<file path="src/rtl/mips_multicycle_control.sv">
// mips_multicycle_control: main control FSM for the multicycle MIPS datapath
module mips_multicycle_control #(
  parameter int STATE_W = 4,
  parameter int RA_REG = 31
) (
  input  logic               clk,
  input  logic               rst_n,
  input  logic [5:0]         Opcode,
  input  logic [5:0]         Funct,
  input  logic               mem_ready,
  output logic               PCWrite,
  output logic               PCWriteCond,
  output logic               IorD,
  output logic               MemRead,
  output logic               MemWrite,
  output logic               IRWrite,
  output logic               RegWrite,
  output logic [1:0]         RegDst,
  output logic [1:0]         MemtoReg,
  output logic               ALUSrcA,
  output logic [1:0]         ALUSrcB,
  output logic               ExtZero,
  output logic [1:0]         PCSource,
  output logic [1:0]         ALUOp,
  output logic [5:0]         ALUFunct,
  output logic               illegal,
  output logic [STATE_W-1:0] state
);
  localparam logic [5:0] OP_R = 6'h00, OP_J = 6'h02, OP_JAL = 6'h03, OP_BEQ = 6'h04;
  localparam logic [5:0] OP_ADDI = 6'h08, OP_ADDIU = 6'h09, OP_ORI = 6'h0d, OP_LUI = 6'h0f;
  localparam logic [5:0] OP_LW = 6'h23, OP_SW = 6'h2b;
  localparam logic [5:0] F_JR = 6'h08, F_ADDU = 6'h21, F_SUB = 6'h22;
  typedef enum logic [3:0] {
    IDLE, FETCH, DECODE, MEM_ADDR, MEM_READ, MEM_WB, MEM_WRITE, EXEC_R,
    R_WB, BRANCH, JUMP, EXEC_I, I_WB, JAL, JR, BAD
  } state_t;
  state_t st, nx, dec_nx;
  logic logic_imm;
  if (RA_REG < 0 || RA_REG > 31 || STATE_W < 4) begin : g_bad_param
    $error("mips_multicycle_control: RA_REG must be 0..31 and STATE_W at least 4");
  end
  assign logic_imm = Opcode == OP_LUI || Opcode == OP_ORI;
  always_comb begin
    case (Opcode)
      OP_LW, OP_SW:                      dec_nx = MEM_ADDR;
      OP_R:                              dec_nx = (Funct == F_ADDU || Funct == F_SUB) ? EXEC_R :
                                                  (Funct == F_JR) ? JR : FETCH;
      OP_BEQ:                            dec_nx = BRANCH;
      OP_J:                              dec_nx = JUMP;
      OP_JAL:                            dec_nx = JAL;
      OP_ADDI, OP_ADDIU, OP_LUI, OP_ORI: dec_nx = EXEC_I;
      default:                           dec_nx = FETCH;
    endcase
  end
  always_comb begin
    case (st)
      IDLE:      nx = FETCH;
      FETCH:     nx = mem_ready ? DECODE : FETCH;
      DECODE:    nx = dec_nx;
      MEM_ADDR:  nx = (Opcode == OP_LW) ? MEM_READ : MEM_WRITE;
      MEM_READ:  nx = mem_ready ? MEM_WB : MEM_READ;
      MEM_WRITE: nx = mem_ready ? FETCH : MEM_WRITE;
      EXEC_R:    nx = R_WB;
      EXEC_I:    nx = I_WB;
      default:   nx = FETCH;
    endcase
  end
  always_ff @(posedge clk or negedge rst_n)
    if (!rst_n) st <= IDLE;
    else st <= nx;
  always_comb begin
    PCWrite = 1'b0;
    PCWriteCond = 1'b0;
    IorD = 1'b0;
    MemRead = 1'b0;
    MemWrite = 1'b0;
    IRWrite = 1'b0;
    RegWrite = 1'b0;
    RegDst = 2'b00;
    MemtoReg = 2'b00;
    ALUSrcA = 1'b0;
    ALUSrcB = 2'b00;
    ExtZero = 1'b0;
    PCSource = 2'b00;
    ALUOp = 2'b00;
    ALUFunct = 6'b0;
    illegal = 1'b0;
    case (st)
      FETCH: begin
        MemRead = 1'b1;
        ALUSrcB = 2'b01;
        IRWrite = mem_ready;
        PCWrite = mem_ready;
      end
      DECODE: begin
        ALUSrcB = 2'b11;
        illegal = dec_nx == FETCH;
      end
      MEM_ADDR: begin
        ALUSrcA = 1'b1;
        ALUSrcB = 2'b10;
      end
      MEM_READ: begin
        MemRead = 1'b1;
        IorD = 1'b1;
      end
      MEM_WB: begin
        RegWrite = 1'b1;
        MemtoReg = 2'b01;
      end
      MEM_WRITE: begin
        MemWrite = 1'b1;
        IorD = 1'b1;
      end
      EXEC_R: begin
        ALUSrcA = 1'b1;
        ALUOp = 2'b10;
        ALUFunct = Funct;
      end
      R_WB: begin
        RegWrite = 1'b1;
        RegDst = 2'b01;
      end
      BRANCH: begin
        ALUSrcA = 1'b1;
        ALUOp = 2'b01;
        PCWriteCond = 1'b1;
        PCSource = 2'b01;
      end
      JUMP: begin
        PCWrite = 1'b1;
        PCSource = 2'b10;
      end
      EXEC_I: begin
        ALUSrcA = 1'b1;
        ALUSrcB = 2'b10;
        ALUOp = logic_imm ? 2'b11 : 2'b00;
        ALUFunct = logic_imm ? Opcode : 6'b0;
        ExtZero = logic_imm;
      end
      I_WB: RegWrite = 1'b1;
      JAL: begin
        PCWrite = 1'b1;
        PCSource = 2'b10;
        RegWrite = 1'b1;
        RegDst = 2'b10;
        MemtoReg = 2'b10;
      end
      JR: begin
        PCWrite = 1'b1;
        PCSource = 2'b11;
      end
      default: ;
    endcase
  end
  assign state = STATE_W'(st);
endmodule

</file>
<file path="config.mk">
export PLATFORM = sky130hd
export DESIGN_NAME = mips_multicycle_control
export DESIGN_NICKNAME = d
export VERILOG_FILES = /design/src/rtl/mips_multicycle_control.sv
export SDC_FILE = /design/constraint.sdc
export NUM_CORES = 1
export LEC_CHECK = 0
export ABC_AREA = 1
export BUFFER_PORTS_ARGS = -buffer_cell sky130_fd_sc_hd__buf_2
export CORE_MARGIN = 2
export CORE_UTILIZATION = 44
export CTS_CLUSTER_DIAMETER = 100
export DETAILED_ROUTE_END_ITERATION = 16
export PLACE_DENSITY = 0.81
export SYNTH_ARGS = -nofsm -noshare
export SYNTH_HDL_FRONTEND = slang
export SYNTH_SLANG_ARGS = --single-unit
</file>
<file path="constraint.sdc">
create_clock -name clk -period 3.5 [get_ports clk]
set_input_delay 0.175 -clock clk [delete_from_list [all_inputs] [get_ports clk]]
set_output_delay 0.175 -clock clk [all_outputs]
set_load 0.05 [all_outputs]
</file>
Word-level counts from Yosys, hierarchy flattened --
Cells that the tools add are included.
Word-level totals: logic and storage cells 66, output and inout bits 30, register bits 4, bits of input ports 15
Cells by class: reduce and logical (&&, ||, !) cells 12, muxes and demuxes 26, eq/ne operators 27
Operators with widths (number):
- $eq 6x4->1 const B | 5
- $eq 4x4->1 const B | 7
- $pmux 4 s7 | 1
- $eq 6x6->1 const B | 4
- $pmux 4 s6 | 1
- $pmux 2 s3 | 3
- $eq 4x3->1 const B | 4
- $eq 6x2->1 const B | 2
- $pmux 6 s2 | 1
- $reduce_or 4->1 | 3
- $mux 1 | 10
- $reduce_or 2->1 | 5
- $eq 4x1->1 const B | 2
- $eq 4x2->1 const B | 2
- $mux 4 | 2
- $pmux 2 s2 | 2
- $eq 6x3->1 const B | 1
- $logic_not 6->1 | 1
- $mux 2 | 3
- $mux 6 | 1
- $mux 3 | 1
- $reduce_or 3->1 | 1
- $logic_or 1x1->1 | 2
- $pmux 1 s2 | 1

Logic depth before layout (Yosys ltp) --
Gate-level depths: netlist (run 1).
depth after elaboration 6, mapped depth 10, mapped depth without buffers 10

Worst setup path before layout (run 1) --
No wires, ideal clock.
path type register -> output, from register st[0] (netlist: state[0]), to output port ExtZero, arrival 2574 ps, cell stages (with the launch flop) 3, required time 3325 ps, setup slack 751 ps, cell sequence dfrtp_1 nand2_1 nor4_1
Between the ends: cells in the longest elaborated chain, start to end 2
Ends and longest elaborated chain:
- from (decl) | line 37 | state_t st, nx, dec_nx;
- from (signal assigned) | line 70 | else st <= nx;
- $eq 4x4->1 | line 88 | case (st)
- $mux 1 | line 88
- to (decl) | line 22 | output logic ExtZero,
Every way passes these cells.

Worst setup path in the final report (run 1) --
from register st[0] (netlist: state[0]), to output port ALUFunct[1]
Between the ends: cells in the longest elaborated chain, start to end 2, elaborated cells on any way between the ends 3, classes of those cells 2 x eq/ne; 1 x mux
Ends and longest elaborated chain:
- $eq 4x4->1 or $eq 4x3->1 (tied branches) | line 88
- $pmux 6 s2 * | line 88
- to (decl) | line 25 | output logic [5:0] ALUFunct,
Every way passes the cells marked *; elsewhere a longest branch is shown, timed or not.

==> results of run 1 <==
## cell usage after synthesis
cell / number / area, um^2
nor4_1: 1 / 6.26
nand4_1: 1 / 6.26
nor2_2: 2 / 12.5
dfrtp_1: 4 / 100
nand2_2: 1 / 6.26
o21ai_1: 1 / 5.00
inv_1: 25 / 93.8
buf_4: 1 / 7.51
a21oi_1: 1 / 5.00
inv_2: 3 / 11.3
nor2_1: 31 / 116
o21ai_0: 6 / 30.0
or2_1: 1 / 6.26
o21ai_2: 2 / 17.5
nand3_2: 1 / 10.0
nand2_1: 33 / 124
o22ai_1: 2 / 12.5
nor2_4: 2 / 22.5
a211oi_1: 1 / 7.51
or2_2: 1 / 6.26
nand3_1: 9 / 45.0
o221ai_1: 1 / 8.76
## worst min path at each step
stage / from / slack (ns) / endpoint
2_1_floorplan: rst_n / -0.12 / state[0]
3_3_place_gp: rst_n / -0.02 / state[2]
3_5_place_dp: rst_n / -0.01 / state[2]
4_1_cts: rst_n / 0.28 / state[2]
5_1_grt: rst_n / 0.31 / state[1]
6_report: rst_n / 0.29 / state[1]
## cell families after synthesis
family,synth area share (%)
simple gates,54.7
compound gates,13.1
buf+inv,17.0
flops,15.2
## worst max-delay path, delay by kind of cell, from the launching register on
kind	cells	cell delay, ns
flip-flops	1	0.44
buffers and inverters	1	0.27
AO/OA/AOI/OAI	1	0.13
AND/OR/NAND/NOR	3	0.55
## area by class of cell
class                      count  area, um^2
timing repair buffer          45         230
fill                         135         425
clock buffer                   3        22.5
multi-input combinational     97         448
sequential                     4         100
tap                           15        18.8
inverter                      28         105
## through the flow
| step | total power (W) | area [um^2] | setup slack (ns) | cells | hold WS [ns] |
|---|---|---|---|---|---|
| 2_1_floorplan | 0.000584 | 661 | 0.751 | 130 | -0.121 |
| 3_3_place_gp | 0.000710 | 892 | 2.02 | 188 | -0.0192 |
| 3_5_place_dp | 0.000716 | 892 | 1.92 | 188 | -0.0135 |
| 4_1_cts | 0.000774 | 925 | 1.68 | 192 | 0.282 |
| 5_1_grt | 0.000822 | 925 | 1.55 | 192 | 0.306 |
| 6_report | 0.000773 | 925 | 1.70 | 192 | 0.287 |
## report_power, final
part / switching [W] / internal, W
clock network: 0.0000187 / 0.0000383
logic: 0.000492 / 0.000133
registers: 0.0000262 / 0.0000646
## what timing repair did
action	CTS	global route
setup buffers	0	0
hold buffers	1	0
hold endpoints to repair	4	0
## layer usage
metal	track usage, %	vias up
li1	-	497
met1	26.0	400
met3	3.40	2
met2	38.2	31
met4	5.00	0
met5	0	-
==> reports/metrics.cfg, run 1 <==
[outcome]
status = completed

[pwr]
power_leakage_nw = 0.644
powerDensity_mw_per_mm2 = 836
ir_drop_mv = 0.333

[critical_path]
r2r_end = state[0]
cp_max_fo = 7
worst_path_max_delay_cell = dfrtp_1
cp.arrival_ns = 1.63
crit_start = state[0]
start_kind = flip-flop
cp_data_required_time_ns = 3.32
crit_path_cell_trace = nand2_1, nor2_2, nand3_2, o21ai_2, buf_2
slowest_delay_ns = 0.44
crit_end = ALUFunct[1]
rr_worst_depth = 6
r2r_start = state[3]
end_kind = output pin
crit_type = flip-flop to output pin
rrSetupSlack_ns = 2.23

[sta]
tightest_slew_ns = 0.304
report.final.slew_viol_count = 0
fmax_ghz = 0.554
fin_crit_ns = 1.80
final_hold_viol_count = 0
setup_violations = 0
fin_skew_ns = 0.00131
rsz0062_at_grt = false
fin_crit_sh_pct = 51.5
tns_ns = 0
max-slew-margin-rel_pct = 79.7

[layout]
final_layout_size_suffix_gt1_share_pct = 33.3
area_growth_pct = 40.0
largest_register_ffs = 4
diodes = 0
final_common_cell = buf_2
final_cell_mix = buf_2, nand2_1, nor2_1
nNetsFinal = 194
fin_util_pct = 68.5

[die]
fp-row-count = 13
die_x_um = 42.8
coreArea_mm2 = 0.00135
dieArea_mm2 = 0.00183
start_util_pct = 48.9
io_pins = 45
die_h_um = 42.8

[synthesis]
synth_area_um2 = 661
syn_inst = 130
ys_seq_elements = 4
synth_nets = 145
yosys_warnings = 0
synth_cell_types = 22
ys_seq_area_share_pct = 15.2
syn_area_per_cell_um2 = 5.08

[clock_network]
root_buffer = clkbuf_4
clk_pin_slew_ns = 0.04
ctsLongestPathBuffers = 2
cts_tree = done
h-tree-depth = 1
worstSkewPairLatency_ns = 0.23
cts_resized = 0
clock-sinks = 4
cts_inserted_buffers = 3

[global_route]
grt_use_total_pct = 21.3
antenna_found_initial = 0
grt_pass1_wl_mm = 3.15
grt_max_degree = 8
grt_overflow = 0
grt_pass1_vias = 805

[route]
antenna_left = 0
drt_pass1_iterations = 4
top_layer = met4
met3_length_um = 126
drc = 0
wl_per_cell_um = 9.60
vias_per_cell = 4.84
drt_iter0_drc = 14
vias = 930
wl_met1_um = 810
routed_wl_mm = 1.84
dr_wl_met2_um = 896

[placement]
gp_congestion = 0.919
io_buffers = 44
hpwl_mm = 1.63

[min_path]
min_path_type = input pin to async pin

[flow_run]
cap_violations = 0

No activity file was read; power rests on OpenSTA's default activity.
==> inputs of run 2 (changes only) <==
Settings changed: ABC_AREA 1 to 0, CORE_UTILIZATION 44 to 41, PLACE_DENSITY 0.81 to 0.76.
Clock period 3.5 ns to 1.85 ns, I/O delays scaled along.
==> run 2 against run 1 <==
  * Synthesized cell count is 19% lower
  * Sequential power is 130% higher
  * Worst setup slack worse by 1.6 ns
  * Die area is 7.9% higher
  * Design area is 24% higher
  * First-iteration DRC count is 140% higher
  * Largest power group unchanged
==> reports/metrics.cfg, run 2 <==
[synthesis]
yosys_warnings = 0  ; unchanged
async_flop_share_pct = 100  ; unchanged
synth_cell_types = 35  ; was 22
synth_area_um2 = 669  ; was 661 um^2
yosys.area.top_type = dfrtp_1  ; was nand2_1
synthFlopType = dfrtp_1  ; unchanged
synth_most_common_cell = nand2_1  ; unchanged
syn_inst = 105  ; was 130
ys_seq_area_share_pct = 15.0  ; was 15.2%
synth_area_leaders = dfrtp_1, nand2_1, a21oi_1  ; was nand2_1, nor2_1, dfrtp_1
ys_seq_elements = 4  ; unchanged
synth_commonest_cells = nand2_1, a21oi_1, nor2_1, nand2b_1, o21ai_0  ; was nand2_1, nor2_1, inv_1, nand3_1, o21ai_0
synth_edf_count = 0  ; unchanged
syn_area_per_cell_um2 = 6.38  ; was 5.08 um^2
synth_nets = 120  ; was 145
synth_top_cell_area_share_pct = 15.0  ; was 18.8%

[route]
vias_per_cell = 5.68  ; was 4.84
drt_pass1_iterations = 4  ; unchanged
routed_wl_mm = 2.33  ; was 1.84 mm
vias = 977  ; was 930
wl_per_cell_um = 13.5  ; was 9.60 um
drc = 0  ; unchanged
antenna_left = 0  ; unchanged
drt_iter0_drc = 34  ; was 14

[clock_network]
cts_tree = done  ; unchanged
clk_pin_slew_ns = 0.04  ; about the same
root_buffer = clkbuf_4  ; unchanged
cts_inserted_buffers = 3  ; unchanged
clock-sinks = 4  ; unchanged
post_cts_buffers = 0  ; unchanged
ctsLongestPathBuffers = 2  ; unchanged
h-tree-depth = 1  ; unchanged
worstSkewPairLatency_ns = 0.23  ; about the same

[global_route]
grt_max_degree = 13  ; was 8
grt_overflow = 0  ; unchanged
grt_pass1_vias = 836  ; was 805
grt_pass1_wl_mm = 3.73  ; was 3.15 mm
antenna_found_initial = 0  ; unchanged
grt_use_total_pct = 25.0  ; was 21.3%

[layout]
area_growth_pct = 71.8  ; was 40.0%
instances_no_fill = 172  ; was 192
fin_util_pct = 75.5  ; was 68.5%
diodes = 0  ; unchanged
final_common_cell = buf_2  ; unchanged
final_layout_size_suffix_gt1_share_pct = 55.1  ; was 33.3%
largest_register_ffs = 4  ; unchanged
final_cell_mix = buf_2, nand2_1, buf_4  ; was buf_2, nand2_1, nor2_1
nNetsFinal = 173  ; was 194

[critical_path]
end_kind = output pin  ; unchanged
cp_max_fo = 7  ; unchanged
cp.arrival_ns = 1.71  ; was 1.63 ns
crit_type = flip-flop to output pin  ; unchanged
start_kind = flip-flop  ; unchanged
cp_data_required_time_ns = 1.76  ; was 3.32 ns

[placement]
hpwl_mm = 1.88  ; was 1.63 mm
io_buffers = 44  ; unchanged
gp_congestion = 0.830  ; was 0.919
dpl.cell_count = 168  ; was 188

[outcome]
status = completed  ; unchanged

[sta]
final_hold_viol_count = 0  ; unchanged
max-slew-margin-rel_pct = 74.8  ; was 79.7%
rsz0062_at_grt = true  ; was false
fin_skew_ns = 0.000179  ; was 0.00131 ns
fin_crit_ns = 1.80
setup_violations = 0  ; unchanged
report.final.slew_viol_count = 0  ; unchanged
tightest_slew_ns = 0.373  ; was 0.304 ns
fmax_ghz = 0.555
fin_crit_sh_pct = 97.4

[die]
coreArea_mm2 = 0.00152  ; was 0.00135 mm^2
dieArea_mm2 = 0.00197  ; was 0.00183 mm^2
start_util_pct = 43.9  ; was 48.9%
die_h_um = 44.4  ; was 42.8 um
fp-row-count = 14  ; was 13
io_pins = 45  ; unchanged
die_x_um = 44.4  ; was 42.8 um

[pwr]
ir_drop_mv = 0.700  ; was 0.333 mV
powerDensity_mw_per_mm2 = 1460  ; was 836 mW/mm^2
seqPwrFrac_pct = 12.4  ; was 11.8%
swShare_pct = 65.4  ; was 69.4%
p_comb_share_pct = 81.2  ; was 80.9%
clockPowerShare_pct = 6.4  ; was 7.4%
switchingPower_w = 0.00110  ; was 0.000537 W
p_int_w = 0.000581  ; was 0.000236 W
power_leakage_nw = 0.570  ; was 0.644 nW

[min_path]
min_path_type = input pin to async pin  ; unchanged

[flow_run]
cap_violations = 0  ; unchanged

## run 2: cell families (layout without fill, tap and decap cells)
family          after synthesis  in the layout  synth area share [%]
compound gates               28             28                  26.9
xor+xnor                      1              1                  1.31
buf+inv                       9             60                  5.61
flops                         4              4                  15.0
mux                           2              2                  3.18
simple gates                 61             61                  48.0
## run 2: metal layers
metal	global-route usage, %	part of all wire, %	vias up
met5	0	0	-
met4	3.64	0.34	0
met3	3.67	4.7	3
met2	45.9	52	32
met1	31.2	42	457
li1	-	-	485
## run 2: layout make-up
class | instances | area, um^2
multi-input cells | 92 | 658
fillers | 119 | 374
repair buffers | 54 | 325
flip-flops and latches | 4 | 105
clock buffers | 3 | 22.5
well taps | 16 | 20.0
inverters | 3 | 18.8
## run 2: timing repair
| action | in CTS | in global routing |
|---|---|---|
| resized for setup | 6 | 8 |
| endpoints found under the hold margin | 4 | 0 |
| pin swaps | 1 | 1 |
| hold buffers | 1 | 0 |
| gates cloned | 0 | 0 |
| endpoints found under the setup margin | 6 | 10 |
## run 2: per-stage QoR
step,hold slack (ns),power [W],setup slack (ns),area [um^2],TNS (ns)
2_1_floorplan,-0.203,0.00121,-0.120,810,-0.269
3_3_place_gp,-0.104,0.00151,0.200,1080,0
3_5_place_dp,-0.0992,0.00153,0.187,1080,0
4_1_cts,0.200,0.00165,0.0372,1120,0
5_1_grt,0.204,0.00176,-0.00962,1150,-0.00962
6_report,0.191,0.00168,0.0479,1150,0
## run 2: path summary, 6_finish.rpt
path	startpoint	to	slack, ns	depth (start not counted)
min	rst_n	state[0]	0.19	2
min in group clk	mem_ready	state[2]	0.20	4
min reg2reg	state[1]	state[2]	0.70	3
max	state[2]	ALUOp[0]	0.05	5
max reg2reg	state[0]	state[2]	0.36	4
max in group asynchronous	rst_n	state[1]	1.53	2
## run 2: power groups by stage
stage	registers [W]	logic (W)	clock network (W)
floorplan	0.000273	0.000939	0
global placement	0.000202	0.00131	0
detailed placement	0.000201	0.00132	0
CTS	0.000202	0.00134	0.000107
global route	0.000211	0.00143	0.000121
finish	0.000208	0.00136	0.000108
## run 2: critical path, cell delays in order, from the launching register on
cell and delay [ns]:
dfrtp_2 0.43, inv_8 0.09, nand2_8 0.05, or4_4 0.62, o21ai_4 0.10, buf_6 0.17
